==> config.mk <==
export PLATFORM = sky130hd
export DESIGN_NAME = vidcnt_sched_flat
export DESIGN_NICKNAME = d
export VERILOG_FILES = /design/src/rtl/vidcnt_sched_if.sv /design/src/rtl/vidcnt_sched.sv /design/src/flat_wrapper.sv
export SDC_FILE = /design/constraint.sdc
export NUM_CORES = 1
export LEC_CHECK = 0
export ABC_AREA = 1
export ABC_CLOCK_PERIOD_IN_PS = 1800
export CAP_MARGIN = 40
export CORE_MARGIN = 4
export CORE_UTILIZATION = 35
export DETAILED_ROUTE_END_ITERATION = 7
export SLEW_MARGIN = 10
export SYNTH_ARGS = -nofsm -noshare
export SYNTH_HDL_FRONTEND = slang
export SYNTH_SLANG_ARGS = --single-unit
==> constraint.sdc <==
create_clock -name clk32 -period 1.8 [get_ports clk32]
set_input_delay 0.18 -clock clk32 [delete_from_list [all_inputs] [get_ports clk32]]
set_output_delay 0.18 -clock clk32 [all_outputs]
set_load 0.01 [all_outputs]
==> src/rtl/vidcnt_sched_if.sv <==
// Signal bundle between the video counter scheduler and its neighbours:
// video timing (vsync/de), the bus arbiter (fetch_req/fetch_ack) and the
// CPU register decode (bus_*).
interface vidcnt_sched_if #(
  parameter int AW = 21
);
  logic          vsync;
  logic          de;
  logic          fetch_ack;
  logic          bus_wr;
  logic [2:0]    bus_a;
  logic [7:0]    bus_din;
  logic [7:0]    bus_dout;
  logic [AW-1:0] vid_addr;
  logic          fetch_req;
  logic          line_active;

  // Environment side: timing generator, arbiter and CPU.
  modport master (
    output vsync, de, fetch_ack, bus_wr, bus_a, bus_din,
    input  bus_dout, vid_addr, fetch_req, line_active
  );

  // Scheduler side.
  modport slave (
    input  vsync, de, fetch_ack, bus_wr, bus_a, bus_din,
    output bus_dout, vid_addr, fetch_req, line_active
  );
endinterface

==> src/rtl/vidcnt_sched.sv <==
// Video word-address counter scheduler.
// Holds screen base, live counter, line width and hscroll; reloads the
// counter at frame start, advances it once per granted fetch during a line
// and adds the line-width skip after each line.
//
// state    | meaning
// ---------+--------------------------------------------------------------
// IDLE     | between lines, waiting for a de rise (or a latched one)
// PREFETCH | hscroll != 0: requesting the extra leading word
// FETCH    | requesting display words, one counter step per ack
// ADDLW    | one cycle, counter += linewid, then back to IDLE
//
// Counter bit n holds byte-address bit n+1, so the CPU byte lanes map as
// baseh/cnth -> [AW-1:15], basem/cntm -> [14:7], basel/cntl -> [6:0].
module vidcnt_sched #(
  parameter int AW  = 21,
  parameter int LWW = 8
) (
  input  logic            clk32,
  input  logic            reset,
  vidcnt_sched_if.slave   vif
);

  typedef enum logic [1:0] {
    IDLE     = 2'd0,
    PREFETCH = 2'd1,
    FETCH    = 2'd2,
    ADDLW    = 2'd3
  } state_t;

  state_t         state_q, state_d;
  logic           pend_q, pend_d;
  logic           armed_q, vsync_q, de_q;
  logic [AW-1:0]  base_q, base_d;
  logic [AW-1:0]  cnt_q, cnt_d;
  logic [LWW-1:0] lw_q, lw_d;
  logic [3:0]     hs_q, hs_d;

  logic           vsync_rise, de_rise, de_fall;
  logic           in_line, inc, add_lw;
  logic           fetch_req_c;
  logic [7:0]     dout_c;
  logic           unused_din;

  // Byte-lane bits that have no storage behind them.
  assign unused_din = ^{vif.bus_din[7:AW-15], vif.bus_din[0]};

  // Edges are only reported once the history registers hold a real
  // sample, so levels already high at reset release are not edges.
  assign vsync_rise = armed_q &  vif.vsync & ~vsync_q;
  assign de_rise    = armed_q &  vif.de    & ~de_q;
  assign de_fall    = armed_q & ~vif.de    &  de_q;

  assign in_line = (state_q == PREFETCH) || (state_q == FETCH);
  assign inc     = in_line && vif.fetch_ack;
  assign add_lw  = (state_q == ADDLW);

  // Edge-detector history registers.
  always_ff @(posedge clk32 or posedge reset) begin
    if (reset) begin
      armed_q <= 1'b0;
      vsync_q <= 1'b0;
      de_q    <= 1'b0;
    end else begin
      armed_q <= 1'b1;
      vsync_q <= vif.vsync;
      de_q    <= vif.de;
    end
  end

  // FSM state register, including the de rise latched during ADDLW.
  always_ff @(posedge clk32 or posedge reset) begin
    if (reset) begin
      state_q <= IDLE;
      pend_q  <= 1'b0;
    end else begin
      state_q <= state_d;
      pend_q  <= pend_d;
    end
  end

  // FSM next state; a frame event aborts any line in progress.
  always_comb begin
    state_d = state_q;
    pend_d  = pend_q;
    unique case (state_q)
      IDLE: begin
        if (de_rise || pend_q) begin
          state_d = (hs_q != 4'd0) ? PREFETCH : FETCH;
          pend_d  = 1'b0;
        end
      end
      PREFETCH: begin
        if (de_fall)            state_d = ADDLW;
        else if (vif.fetch_ack) state_d = FETCH;
      end
      FETCH: begin
        if (de_fall) state_d = ADDLW;
      end
      ADDLW: begin
        state_d = IDLE;
        pend_d  = de_rise;
      end
      default: state_d = IDLE;
    endcase
    if (vsync_rise) begin
      state_d = IDLE;
      pend_d  = 1'b0;
    end
  end

  // FSM outputs, decoded from the registered state only.
  always_comb begin
    fetch_req_c = 1'b0;
    unique case (state_q)
      PREFETCH: fetch_req_c = 1'b1;
      FETCH:    fetch_req_c = 1'b1;
      default:  fetch_req_c = 1'b0;
    endcase
  end

  assign vif.fetch_req   = fetch_req_c;
  assign vif.line_active = fetch_req_c;

  // Register and counter next values: reload beats CPU counter write
  // beats increment / line-width add.
  always_comb begin
    base_d = base_q;
    cnt_d  = cnt_q;
    lw_d   = lw_q;
    hs_d   = hs_q;
    if (inc)    cnt_d = cnt_q + AW'(1);
    if (add_lw) cnt_d = cnt_q + AW'(lw_q);
    if (vif.bus_wr) begin
      unique case (vif.bus_a)
        3'd0: base_d[AW-1:15] = vif.bus_din[AW-16:0];
        3'd1: base_d[14:7]    = vif.bus_din;
        3'd2: base_d[6:0]     = vif.bus_din[7:1];
        3'd3: begin
          cnt_d           = cnt_q;
          cnt_d[AW-1:15]  = vif.bus_din[AW-16:0];
        end
        3'd4: begin
          cnt_d       = cnt_q;
          cnt_d[14:7] = vif.bus_din;
        end
        3'd5: begin
          cnt_d      = cnt_q;
          cnt_d[6:0] = vif.bus_din[7:1];
        end
        3'd6: lw_d = vif.bus_din[LWW-1:0];
        3'd7: hs_d = vif.bus_din[3:0];
        default: ;
      endcase
    end
    // Reload uses the base as it stood before any same-cycle write.
    if (vsync_rise) cnt_d = base_q;
  end

  // Register file and counter storage.
  always_ff @(posedge clk32 or posedge reset) begin
    if (reset) begin
      base_q <= '0;
      cnt_q  <= '0;
      lw_q   <= '0;
      hs_q   <= '0;
    end else begin
      base_q <= base_d;
      cnt_q  <= cnt_d;
      lw_q   <= lw_d;
      hs_q   <= hs_d;
    end
  end

  // CPU read mux; unused bits read as zero.
  always_comb begin
    dout_c = 8'h00;
    unique case (vif.bus_a)
      3'd0: dout_c = 8'(base_q[AW-1:15]);
      3'd1: dout_c = base_q[14:7];
      3'd2: dout_c = {base_q[6:0], 1'b0};
      3'd3: dout_c = 8'(cnt_q[AW-1:15]);
      3'd4: dout_c = cnt_q[14:7];
      3'd5: dout_c = {cnt_q[6:0], 1'b0};
      3'd6: dout_c = 8'(lw_q);
      3'd7: dout_c = {4'h0, hs_q};
      default: dout_c = 8'h00;
    endcase
  end

  assign vif.bus_dout = dout_c;
  assign vif.vid_addr = cnt_q;

endmodule

==> src/flat_wrapper.sv <==
// flat-port wrapper written by rule: the top's interface ports become plain ports
module vidcnt_sched_flat 
#(
  parameter int AW  = 21,
  parameter int LWW = 8
)
  (clk32, reset, vif_vsync, vif_de, vif_fetch_ack, vif_bus_wr, vif_bus_a, vif_bus_din, vif_bus_dout, vif_vid_addr, vif_fetch_req, vif_line_active);
  vidcnt_sched_if #(.AW(AW)) vif_i ();
  input  logic clk32;
  input  logic reset;
  input wire logic [$bits(vif_i.vsync)-1:0] vif_vsync;
  input wire logic [$bits(vif_i.de)-1:0] vif_de;
  input wire logic [$bits(vif_i.fetch_ack)-1:0] vif_fetch_ack;
  input wire logic [$bits(vif_i.bus_wr)-1:0] vif_bus_wr;
  input wire logic [$bits(vif_i.bus_a)-1:0] vif_bus_a;
  input wire logic [$bits(vif_i.bus_din)-1:0] vif_bus_din;
  output wire logic [$bits(vif_i.bus_dout)-1:0] vif_bus_dout;
  output wire logic [$bits(vif_i.vid_addr)-1:0] vif_vid_addr;
  output wire logic [$bits(vif_i.fetch_req)-1:0] vif_fetch_req;
  output wire logic [$bits(vif_i.line_active)-1:0] vif_line_active;
  assign vif_i.vsync = vif_vsync;
  assign vif_i.de = vif_de;
  assign vif_i.fetch_ack = vif_fetch_ack;
  assign vif_i.bus_wr = vif_bus_wr;
  assign vif_i.bus_a = vif_bus_a;
  assign vif_i.bus_din = vif_bus_din;
  assign vif_bus_dout = vif_i.bus_dout;
  assign vif_vid_addr = vif_i.vid_addr;
  assign vif_fetch_req = vif_i.fetch_req;
  assign vif_line_active = vif_i.line_active;
  vidcnt_sched #(.AW(AW), .LWW(LWW)) u_core (.clk32(clk32), .reset(reset), .vif(vif_i));
endmodule
# --- Word-level counts from Yosys, hierarchy flattened ---
# Cells that the tools add are included.
word_totals:
  output_inout_bits: 31
  reg_bits: 60
classes:
  eq_ne: 16
  bitwise_logic: 9
  muxes: 17
  n_addsub: 2
  n_reduce_logical: 18
ops:
  columns: ["operator", "count"]
  rows:
  - ["21-bit two-way mux", 4]
  - ["8-bit one-hot mux with 8 select lines", 1]
  - ["21-bit one-hot mux with 3 select lines", 1]
  - ["21-bit by 1-bit adder with 21-bit output (second input constant)", 1]
  - ["21-bit by 8-bit adder with 21-bit output", 1]
  - ["2-bit AND reduction", 9]
  - ["3-bit equality test (second input constant)", 4]
  - ["2-bit two-way mux", 6]
  - ["3-bit by 2-bit != test with 1-bit output (second input constant)", 3]
  - ["2-bit one-hot mux with 4 select lines", 1]
  - ["1-bit AND", 6]
  - ["3-bit by 2-bit equality test with 1-bit output (second input constant)", 2]
  - ["3-bit by 1-bit != test with 1-bit output (second input constant)", 2]
  - ["2-bit equality test (second input constant)", 2]
  - ["4-bit by 2-bit != test with 1-bit output (second input constant)", 1]
  - ["4-bit nonzero test", 1]
  - ["3-bit by 1-bit equality test with 1-bit output (second input constant)", 1]
  - ["3-bit logical NOT", 1]
  - ["1-bit two-way mux", 3]
  - ["1-bit inverter", 3]
  - ["3-bit AND reduction", 1]
  - ["3-bit nonzero test", 1]
  - ["2-bit by 1-bit equality test with 1-bit output (second input constant)", 1]
  - ["2-bit logical NOT", 1]
  - ["4 further kinds", 5]

# --- Depth between registers and ports, before layout ---
# Gate-level depths: netlist of the first run.
depth:
  word_depth: 8
  ltp_mapped: 16

# --- Worst setup path after synthesis of the first run ---
# OpenSTA, ideal clock, no wires.
synth_path:
  path_type: "reg2reg"
  from: "register u_core.cnt_q[0], in the netlist u_core.vif.vid_addr[0]"
  to: "register u_core.cnt_q[8], in the netlist u_core.vif.vid_addr[8]"
  slack_ns: -0.245
  required_time_ns: 1.671
  path_stages_with_launch: 16
  n_path_buf: 0
  setup_ns: 0.129
  arrival_ns: 1.916
  path_cell_list: "dfrtp_1 > ha_1 > inv_1 > fa_1 > inv_1 > nand3_1 > nand3_1 > nand3_1 > nand2_1 > nand2_1 > nand2_1 > nand2_1 > nand3_1 > nand2_1 > o21ai_0 > o21ai_0"
synth_via:
  elab_chain_cells: 6
synth_lines:
  columns: ["item", "line", "text"]
  rows:
  - ["from (decl)", "vidcnt_sched.sv:35", "logic [AW-1:0] cnt_q, cnt_d;"]
  - ["from (signal assigned)", "vidcnt_sched.sv:169", "cnt_q <= cnt_d;"]
  - ["21-bit by 1-bit adder with 21-bit output", "vidcnt_sched.sv:132", "if (inc) cnt_d = cnt_q + AW'(1);"]
  - ["21-bit two-way mux", "vidcnt_sched.sv:132", null]
  - ["21-bit two-way mux (*)", "vidcnt_sched.sv:133", "if (add_lw) cnt_d = cnt_q + AW'(lw_q);"]
  - ["21-bit one-hot mux with 3 select lines", "vidcnt_sched.sv:135", "unique case (vif.bus_a)"]
  - ["21-bit two-way mux (*)", "vidcnt_sched.sv:134", "if (vif.bus_wr) begin"]
  - ["21-bit two-way mux (*)", "vidcnt_sched.sv:157", "if (vsync_rise) cnt_d = base_q;"]
# Mark *: on every way between the ends. The rest lies on a longest branch, timed or not.
# A chain may end at the register's enable or synchronous reset.

# --- Worst setup path after layout of the first run ---
layout_path:
  from: "register u_core.lw_q[0]"
  to: "register u_core.cnt_q[4], in the netlist u_core.vif.vid_addr[4]"
layout_via:
  elab_chain_cells: 5
layout_lines:
  columns: ["item", "line", "text"]
  rows:
  - ["from (decl)", "vidcnt_sched.sv:36", "logic [LWW-1:0] lw_q, lw_d;"]
  - ["from (signal assigned)", "vidcnt_sched.sv:170", "lw_q <= lw_d;"]
  - ["21-bit by 8-bit adder with 21-bit output (*)", "vidcnt_sched.sv:133", null]
  - ["21-bit two-way mux (*)", "vidcnt_sched.sv:133", null]
  - ["21-bit one-hot mux with 3 select lines", "vidcnt_sched.sv:135", null]
  - ["21-bit two-way mux (*)", "vidcnt_sched.sv:134", null]
  - ["21-bit two-way mux (*)", "vidcnt_sched.sv:157", null]
# Marks and branches as above.

==> implementation parameters, run 1 <==
Parameter                              Value

Route
  Vias    5,064
  Iteration-0 DRC count of the detailed router    331
  Routed Wire Length    18,000 um
  Per-cell routed wire length    18.4 um
  DRC violation count after routing    0
  Via count normalized by instance count    5.16
  DRT Pass-1 Iters    5
  Residual antenna-violating net count after detailed routing    0

Cells and area
  Number of antenna diodes    0
  Final core utilization    54.3%
  Layout Nets    841
  Area Growth Syn to Fin    49.5%
  Layout cells sized above 1    30.7%
  Number of cells in the finished layout apart from fillers    982

Global route
  Initial antenna violation count    0
  Total Routing Usage GR    25.3%
  Most used routing layer in global routing    met2
  Global-route wire length before repair    28,000 um
  Final global-route overflow total    0
  Met1 usage    34.5%
  Met3 track demand over resource in global routing    3.74%
  Maximum number of pins on one net before global-route repair    26
  Via count of the first global-routing pass    5,067
  Grt met2 use    40.7%

Power and ir drop
  Sw Share    42.4%
  Combinational Power Share    58.9%
  Total power    9.62 mW
  Power per cell area    1460 nW/um^2
  Portion of total power attributed to the clock network    19.1%
  Cell-internal power    5.54 mW
  LEAKAGE    3.24 nW
  Share of total power in sequential cells    22.0%
  Maximum resistive drop on vdd    0.518 mV
  Switching power total    4.08 mW

Yosys
  Primary FF master, synth    sky130_fd_sc_hd__dfrtp_1
  Warnings, synthesis    0
  Share of Yosys cell area claimed by the top area cell type    34.0%
  Syn Area/Cell    6.73 sq um
  Sequential cell area fraction in the yosys report    34.0%
  Instance count of the mapped netlist    656
  Biggest area consumer among synthesized cells    sky130_fd_sc_hd__dfrtp_1
  Cell variety after synth    47
  Nets in the synthesized netlist    688
  Cell area after synthesis    4420 sq um
  Number of register bits inferred by synthesis    60
  Area contributors post-synth    sky130_fd_sc_hd__dfrtp_1 34%, sky130_fd_sc_hd__nand2_1 18%, sky130_fd_sc_hd__inv_1 7.2%
  Commonest cells in the netlist    215 x sky130_fd_sc_hd__nand2_1, 85 x sky130_fd_sc_hd__inv_1, 60 x sky130_fd_sc_hd__dfrtp_1, 43 x sky130_fd_sc_hd__nand3_1, 38 x sky130_fd_sc_hd__o21ai_0
  Number of synthesized flops with an enable pin    0
  Synth async-reset ratio    100%
  Most instantiated library cell after synthesis    sky130_fd_sc_hd__nand2_1

Timing
  Final-report hold violation count    0
  Max Clock Freq    0.502 GHz
  Number of pins with negative max-slew slack in the final report    0
  Setup Viol. Count Final    16
  Final worst-path cycle share    111%
  Worst path setup slack after routing    -0.191 ns
  Final period demand of the worst path    1.99 ns
  Largest clock skew in the final design    0.00474 ns
  RSZ-0062 raised after global routing    yes

Floorplanning
  Horizontal die dimension    120 um
  Number of placement rows    40
  Initial core utilization    36.3%
  Area of the die    14,500 sq um
  Die Ht    120 um
  Io pins    48
  Core Box Area    12,200 sq um

Critical path
  Critical path start-end classification    reg2reg
  Worst-path maximum fanout    3
  Arr. time, crit path    2.21 ns
  Data required time at the worst endpoint    2.01 ns
  R2R Setup Slk    -0.19 ns
  Nature of the critical path startpoint    register
  CP Capture Type    register

Placed design
  DPL Wire Length    14,400 um
  Final Wtd Congestion    0.979
  Post-Place Cells    951
  Input/output buffers    47
  Post-placement worst setup slack    -0.492 ns

CTS
  Count of hold buffers inserted by post-cts repair    0
  Number of clock sinks seen by CTS    60
  Clock insertion delay at the later pin of the skew report    0.33 ns
  Clock-pin transition on the worst setup and hold timing paths    0.05 ns
  CTS tree    done
  CTS Buf Count    9
  Maximum clock insertion buffer count    2
  Cell chosen for the clock root    sky130_fd_sc_hd__clkbuf_16
  CTS H-tree depth    3

Job
  Max Cap Violations    0

Min path
  Worst min path class    in2async

Outcome
  Run status    finished, violations left
  Violations in the final reports    setup timing
worst paths after layout:
path / start / end / cells after the start
min: reset / u_core.hs_q[0] / 2
min reg2reg: u_core.base_q[19] / u_core.base_q[19] / 2
min in group clk32: vif_vsync / u_core.vsync_q / 1
max: u_core.lw_q[0] / u_core.vif.vid_addr[4] / 13
max reg2reg: u_core.lw_q[0] / u_core.vif.vid_addr[4] / 13
max in group asynchronous: reset / u_core.vif.vid_addr[3] / 3
cell usage in the layout, fill, tap and decap left out, drive strengths merged:
cell type	netlist	final
nand2	219	219
buf	14	120
inv	94	93
o21ai	64	64
dfrtp	60	60
nand3	46	46
nor2	38	38
clkdlybuf4s50	0	33
a21oi	25	25
clkbuf	5	15
ha	14	14
o22ai	13	13
nand4	9	9
o211ai	8	8
nor3	7	7
a221oi	6	6
a31oi	5	5
dlygate4sd2	0	5
xor2	4	4
or2	4	4
o31ai	3	3
xnor2	3	3
clkinvlp	0	2
nand3b	2	2
o221ai	2	2
clkinv	1	2
o21bai	1	1
a41oi	1	1
and3	1	1
a22oi	1	1
a32oi	1	1
o2111ai	1	1
o32ai	1	1
and2	1	1
fa	1	1
bufinv	0	1
dlymetal6s2s	0	1
conb	1	1
logic make-up (layout without fill, tap and decap cells):
kind of cell               after synthesis  in the layout  synth area share [%]
and+or+nand+nor                        327            327                  31.9
AOI/OAI and AO/OA                      132            132                  17.6
buffers and inverters                  114            272                  10.6
DFF                                     60             60                  34.0
adders and majority gates               15             15                  4.42
xor gates and xnor gates                 7              7                  1.39
other                                    1              1                0.0849
through the flow:
| stage | TNS, ns | instance area [sq um] | hold WS, ns |
|---|---|---|---|
| 6_report | -1.78 | 6600 | 0.123 |
| 5_1_grt | -3.91 | 6600 | 0.153 |
| 4_1_cts | -2.01 | 6380 | 0.133 |
| 3_5_place_dp | -8.80 | 5840 | 0.479 |
| 3_3_place_gp | -7.56 | 5840 | 0.472 |
| 2_1_floorplan | -0.106 | 4490 | 0.211 |
registers in the layout (all words and copies together), names as in the netlist:
name and count:
u_core.de_q 1, u_core.armed_q 1, u_core.vif.vid_addr 21, u_core.pend_q 1, u_core.lw_q 8, u_core.hs_q 4
u_core.state_q 2, u_core.vsync_q 1, u_core.base_q 21
worst max-delay path: stages (launching register included):
cell                      delay (ns)
sky130_fd_sc_hd__dfrtp_2        0.41
sky130_fd_sc_hd__ha_4           0.15
sky130_fd_sc_hd__inv_2          0.04
sky130_fd_sc_hd__fa_2           0.38
sky130_fd_sc_hd__inv_2          0.08
sky130_fd_sc_hd__nand3_2        0.08
sky130_fd_sc_hd__nand3_4        0.09
sky130_fd_sc_hd__buf_4          0.12
sky130_fd_sc_hd__xnor2_1        0.11
sky130_fd_sc_hd__o22ai_1        0.13
sky130_fd_sc_hd__nand2_1        0.10
sky130_fd_sc_hd__nand2_1        0.04
sky130_fd_sc_hd__o21ai_0        0.06
sky130_fd_sc_hd__o21ai_1        0.08
area by class of cell:
type                       count  area [sq um]
tap                          168           210
timing repair buffer         161          1350
sequential                    60          1510
inverter                      95           370
fill                        1217          5560
multi-input combinational    482          2840
clock buffer                  13           280
clock inverter                 3          42.5
what timing repair did:
item	CTS	global route
setup buffers	7	11
gates resized for setup	82	53
setup endpoints to repair	28	27
gates cloned	0	0
pin swaps	24	25
power groups by stage:
stage               registers (mW)  clock network [mW]  logic [mW]
finish                        2.11                1.84        5.67
detailed placement            2.09                   0        4.88
global placement              2.08                   0        4.84
CTS                           2.10                1.85        5.18
global route                  2.16                1.92        6.14
floorplan                     2.19                   0        2.38
metal layers:
metal,wire (um),vias to the layer above
li1,-,2460
met1,8220,2392
met2,8200,163
met3,866,49
met4,733,0
met5,0,-
No activity file was read; power rests on OpenSTA's default activity.
==> inputs of run 2 (changes only) <==
Settings changed: CELL_PAD_IN_SITES_DETAIL_PLACEMENT set to 0, CELL_PAD_IN_SITES_GLOBAL_PLACEMENT set to 1, PLACE_DENSITY_LB_ADDON set to 0.1.
==> run 2 against run 1 <==
Effect of this change:
- the run still ends with setup timing left
- critical endpoint is now u_core.vif.vid_addr[12]
- wire length fell by 0.78%
- global-route usage down 0.36 points
- critical path depth rose by 2
- clock power up 9.8%
- total power rose by 2.2%
- die area unchanged
- critical path type unchanged
- sequential cell count unchanged
- non-clock buffer count down 2
- clock skew rose by 0.0019 ns
- core utilization up 1.7 points
- sequential share of layout area down 0.75 points
- setup slack lost 0.037 ns
==> implementation parameters, run 2 (synthesis results as in run 1) <==
Parameter                              Value

Outcome
  Run status    finished, violations left
  Violations in the final reports    setup timing

Cells and area
  Layout Nets    840 (-0.12%)
  Most frequent cells in the layout    184 x sky130_fd_sc_hd__nand2_1, 100 x sky130_fd_sc_hd__buf_4, 71 x sky130_fd_sc_hd__inv_1
  Area Growth Syn to Fin    54.1%
  Leading cell type in the layout, fill and taps excluded    sky130_fd_sc_hd__nand2_1
  Number of antenna diodes    0 (unchanged)
  Layout cells sized above 1    33.7% (+3.0 points)

Floorplanning
  Core Box Area    12,200 sq um (unchanged)
  Die Ht    120 um (unchanged)
  Number of placement rows    40 (unchanged)
  Area of the die    14,500 sq um (unchanged)
  Initial core utilization    36.3% (unchanged)
  Horizontal die dimension    120 um (unchanged)
  Io pins    48 (unchanged)

Timing
  Worst path setup slack after routing    -0.228 ns (-0.0367 ns)
  Final worst-path cycle share    113% (+2.0 points)
  Max transition margin    65.8%
  RSZ-0062 raised after global routing    yes
  Fin Hold WS    0.158 ns (+0.0356 ns)
  Final period demand of the worst path    2.03 ns (+0.0367 ns)
  Largest clock skew in the final design    0.00663 ns (+0.00188 ns)
  Max Clock Freq    0.493 GHz (-1.8%)
  Transition time of the tightest slew-check pin    0.509 ns
  Number of pins with negative max-slew slack in the final report    0 (unchanged)
  Setup Viol. Count Final    17 (+1)
  Final-report hold violation count    0 (unchanged)

Route
  Per-cell routed wire length    18.2 um (-0.68%)
  Vias    5,051 (-0.26%)
  Routed Wire Length    17,900 um (-0.78%)
  Iteration-0 DRC count of the detailed router    307 (-7.3%)
  DRT Pass-1 Iters    5 (unchanged)
  Via count normalized by instance count    5.15 (-0.16%)
  Residual antenna-violating net count after detailed routing    0 (unchanged)
  DRC violation count after routing    0 (unchanged)

Critical path
  Nature of the critical path startpoint    register
  Arr. time, crit path    2.25 ns (+0.04 ns)
  FF-to-FF End    u_core.vif.vid_addr[12]
  R2R Setup Slk    -0.23 ns (-0.04 ns)
  CP Capture Type    register
  Critical path start-end classification    reg2reg
  Data required time at the worst endpoint    2.03 ns (+0.02 ns)
  R2r worst-path depth    15 (+2)
  Worst-path maximum fanout    5 (+2)
  Critical R2R Launch    u_core.lw_q[0]

CTS
  Count of hold buffers inserted by post-cts repair    0 (unchanged)
  CTS Buf Count    9 (unchanged)
  CTS H-tree depth    3 (unchanged)
  Clock insertion delay at the later pin of the skew report    0.34 ns (about the same)
  CTS tree    done
  Cell chosen for the clock root    sky130_fd_sc_hd__clkbuf_16
  Maximum clock insertion buffer count    2 (unchanged)
  Clock-pin transition on the worst setup and hold timing paths    0.06 ns (about the same)
  Number of clock sinks seen by CTS    60 (unchanged)

Power and ir drop
  Cell-internal power    5.65 mW (+1.9%)
  Switching power total    4.19 mW (+2.6%)
  Sw Share    42.6% (+0.15 points)
  Combinational Power Share    57.7% (-1.2 points)
  Portion of total power attributed to the clock network    20.6% (+1.5 points)
  Share of total power in sequential cells    21.7% (-0.3 points)
  Total power    9.84 mW (+2.2%)
  Maximum resistive drop on vdd    0.642 mV (+24%)
  LEAKAGE    3.29 nW (+1.6%)
  Power per cell area    1450 nW/um^2 (-0.85%)

Placed design
  Input/output buffers    47 (unchanged)
  Final Wtd Congestion    0.946 (-3.4%)
  Post-placement worst setup slack    -0.499 ns (-0.00712 ns)
  DPL Wire Length    14,300 um (-1.0%)

Global route
  Via count of the first global-routing pass    5,002 (-1.3%)
  Initial antenna violation count    0 (unchanged)
  Global-route wire length before repair    27,600 um (-1.4%)
  Total Routing Usage GR    25.0% (-0.36 points)
  Maximum number of pins on one net before global-route repair    27 (+3.8%)
  Final global-route overflow total    0 (unchanged)

Min path
  Worst min path class    in2async

Job
  Max Cap Violations    0 (unchanged)
-- run 2: cell types whose count changed in the layout (fill, tap and decap cells not counted), moves of 3 or more --
cell and delta:
sky130_fd_sc_hd__nand3_2 +12, sky130_fd_sc_hd__o21ai_0 +3, sky130_fd_sc_hd__nand3_1 -14, sky130_fd_sc_hd__dfrtp_1 +4, sky130_fd_sc_hd__nand2_2 +11, sky130_fd_sc_hd__inv_1 -3, sky130_fd_sc_hd__buf_6 -3, sky130_fd_sc_hd__clkbuf_8 -4
sky130_fd_sc_hd__dfrtp_2 -4, sky130_fd_sc_hd__buf_12 +3, sky130_fd_sc_hd__nand2_1 -13
-- run 2: worst max path at each step --
| stage | to | from | depth (start not counted) |
|---|---|---|---|
| CTS | u_core.vif.vid_addr[19] | u_core.state_q[0] | 13 |
| finish | u_core.vif.vid_addr[12] | u_core.lw_q[0] | 15 |
| floorplan | u_core.vif.vid_addr[8] | u_core.vif.vid_addr[0] | 15 |
| global route | u_core.vif.vid_addr[16] | u_core.lw_q[0] | 16 |
| detailed placement | vif_bus_dout[4] | vif_bus_a[0] | 8 |
| global placement | vif_bus_dout[6] | vif_bus_a[0] | 8 |
-- run 2: final cells by class --
type	instances	area (sq um)
clock buffer	9	225
clock inverter	7	124
fill	1202	5360
inverter	95	370
multi-input combinational	482	2990
sequential	60	1500
tap	168	210
timing repair buffer	159	1370
timing repair inverter	1	7.51
-- run 2: stage by stage --
stage               area [sq um]  TNS, ns  std cells  util (%)
floorplan                   4490   -0.106        656         -
global placement            5890    -8.50        953      48.5
detailed placement          5890    -9.93        953      48.5
CTS                         6540    -1.40        974      53.8
global route                6800    -4.08        981      55.9
finish                      6800    -1.77        981      55.9
-- run 2: repair_timing --
action	CTS	global route
pin swaps	31	32
setup buffers	4	7
resized for setup	106	54
gates cloned	1	0
endpoints found under the setup margin	29	23
-- run 2: power groups by stage --
stage | Sequential [mW] | Clock [mW] | Combinational [mW]
after floorplan | 2.19 | 0 | 2.38
after CTS | 2.10 | 2.04 | 5.22
after global placement | 2.07 | 0 | 4.85
after global routing | 2.17 | 2.11 | 6.19
final | 2.14 | 2.02 | 5.68
after detailed placement | 2.07 | 0 | 4.90
-- run 2: critical path, stage by stage, from the launching register on --
cell	delay [ns]
sky130_fd_sc_hd__dfrtp_1	0.41
sky130_fd_sc_hd__ha_4	0.15
sky130_fd_sc_hd__inv_2	0.04
sky130_fd_sc_hd__fa_2	0.35
sky130_fd_sc_hd__inv_2	0.10
sky130_fd_sc_hd__nand3_2	0.09
sky130_fd_sc_hd__nand3_4	0.10
sky130_fd_sc_hd__nand3_2	0.08
sky130_fd_sc_hd__nand2_1	0.08
sky130_fd_sc_hd__nand2_2	0.08
sky130_fd_sc_hd__nand2_4	0.11
sky130_fd_sc_hd__nand3_2	0.07
sky130_fd_sc_hd__nand3_2	0.10
sky130_fd_sc_hd__nand2_1	0.05
sky130_fd_sc_hd__nand2_1	0.07
sky130_fd_sc_hd__nand2_1	0.05
-- run 2: layer usage --
metal	global-route usage (%)	part of all wire, %
met5	0	0
met2	40.0	46
met1	34.2	46
met4	8.36	2.9
met3	4.35	5.2
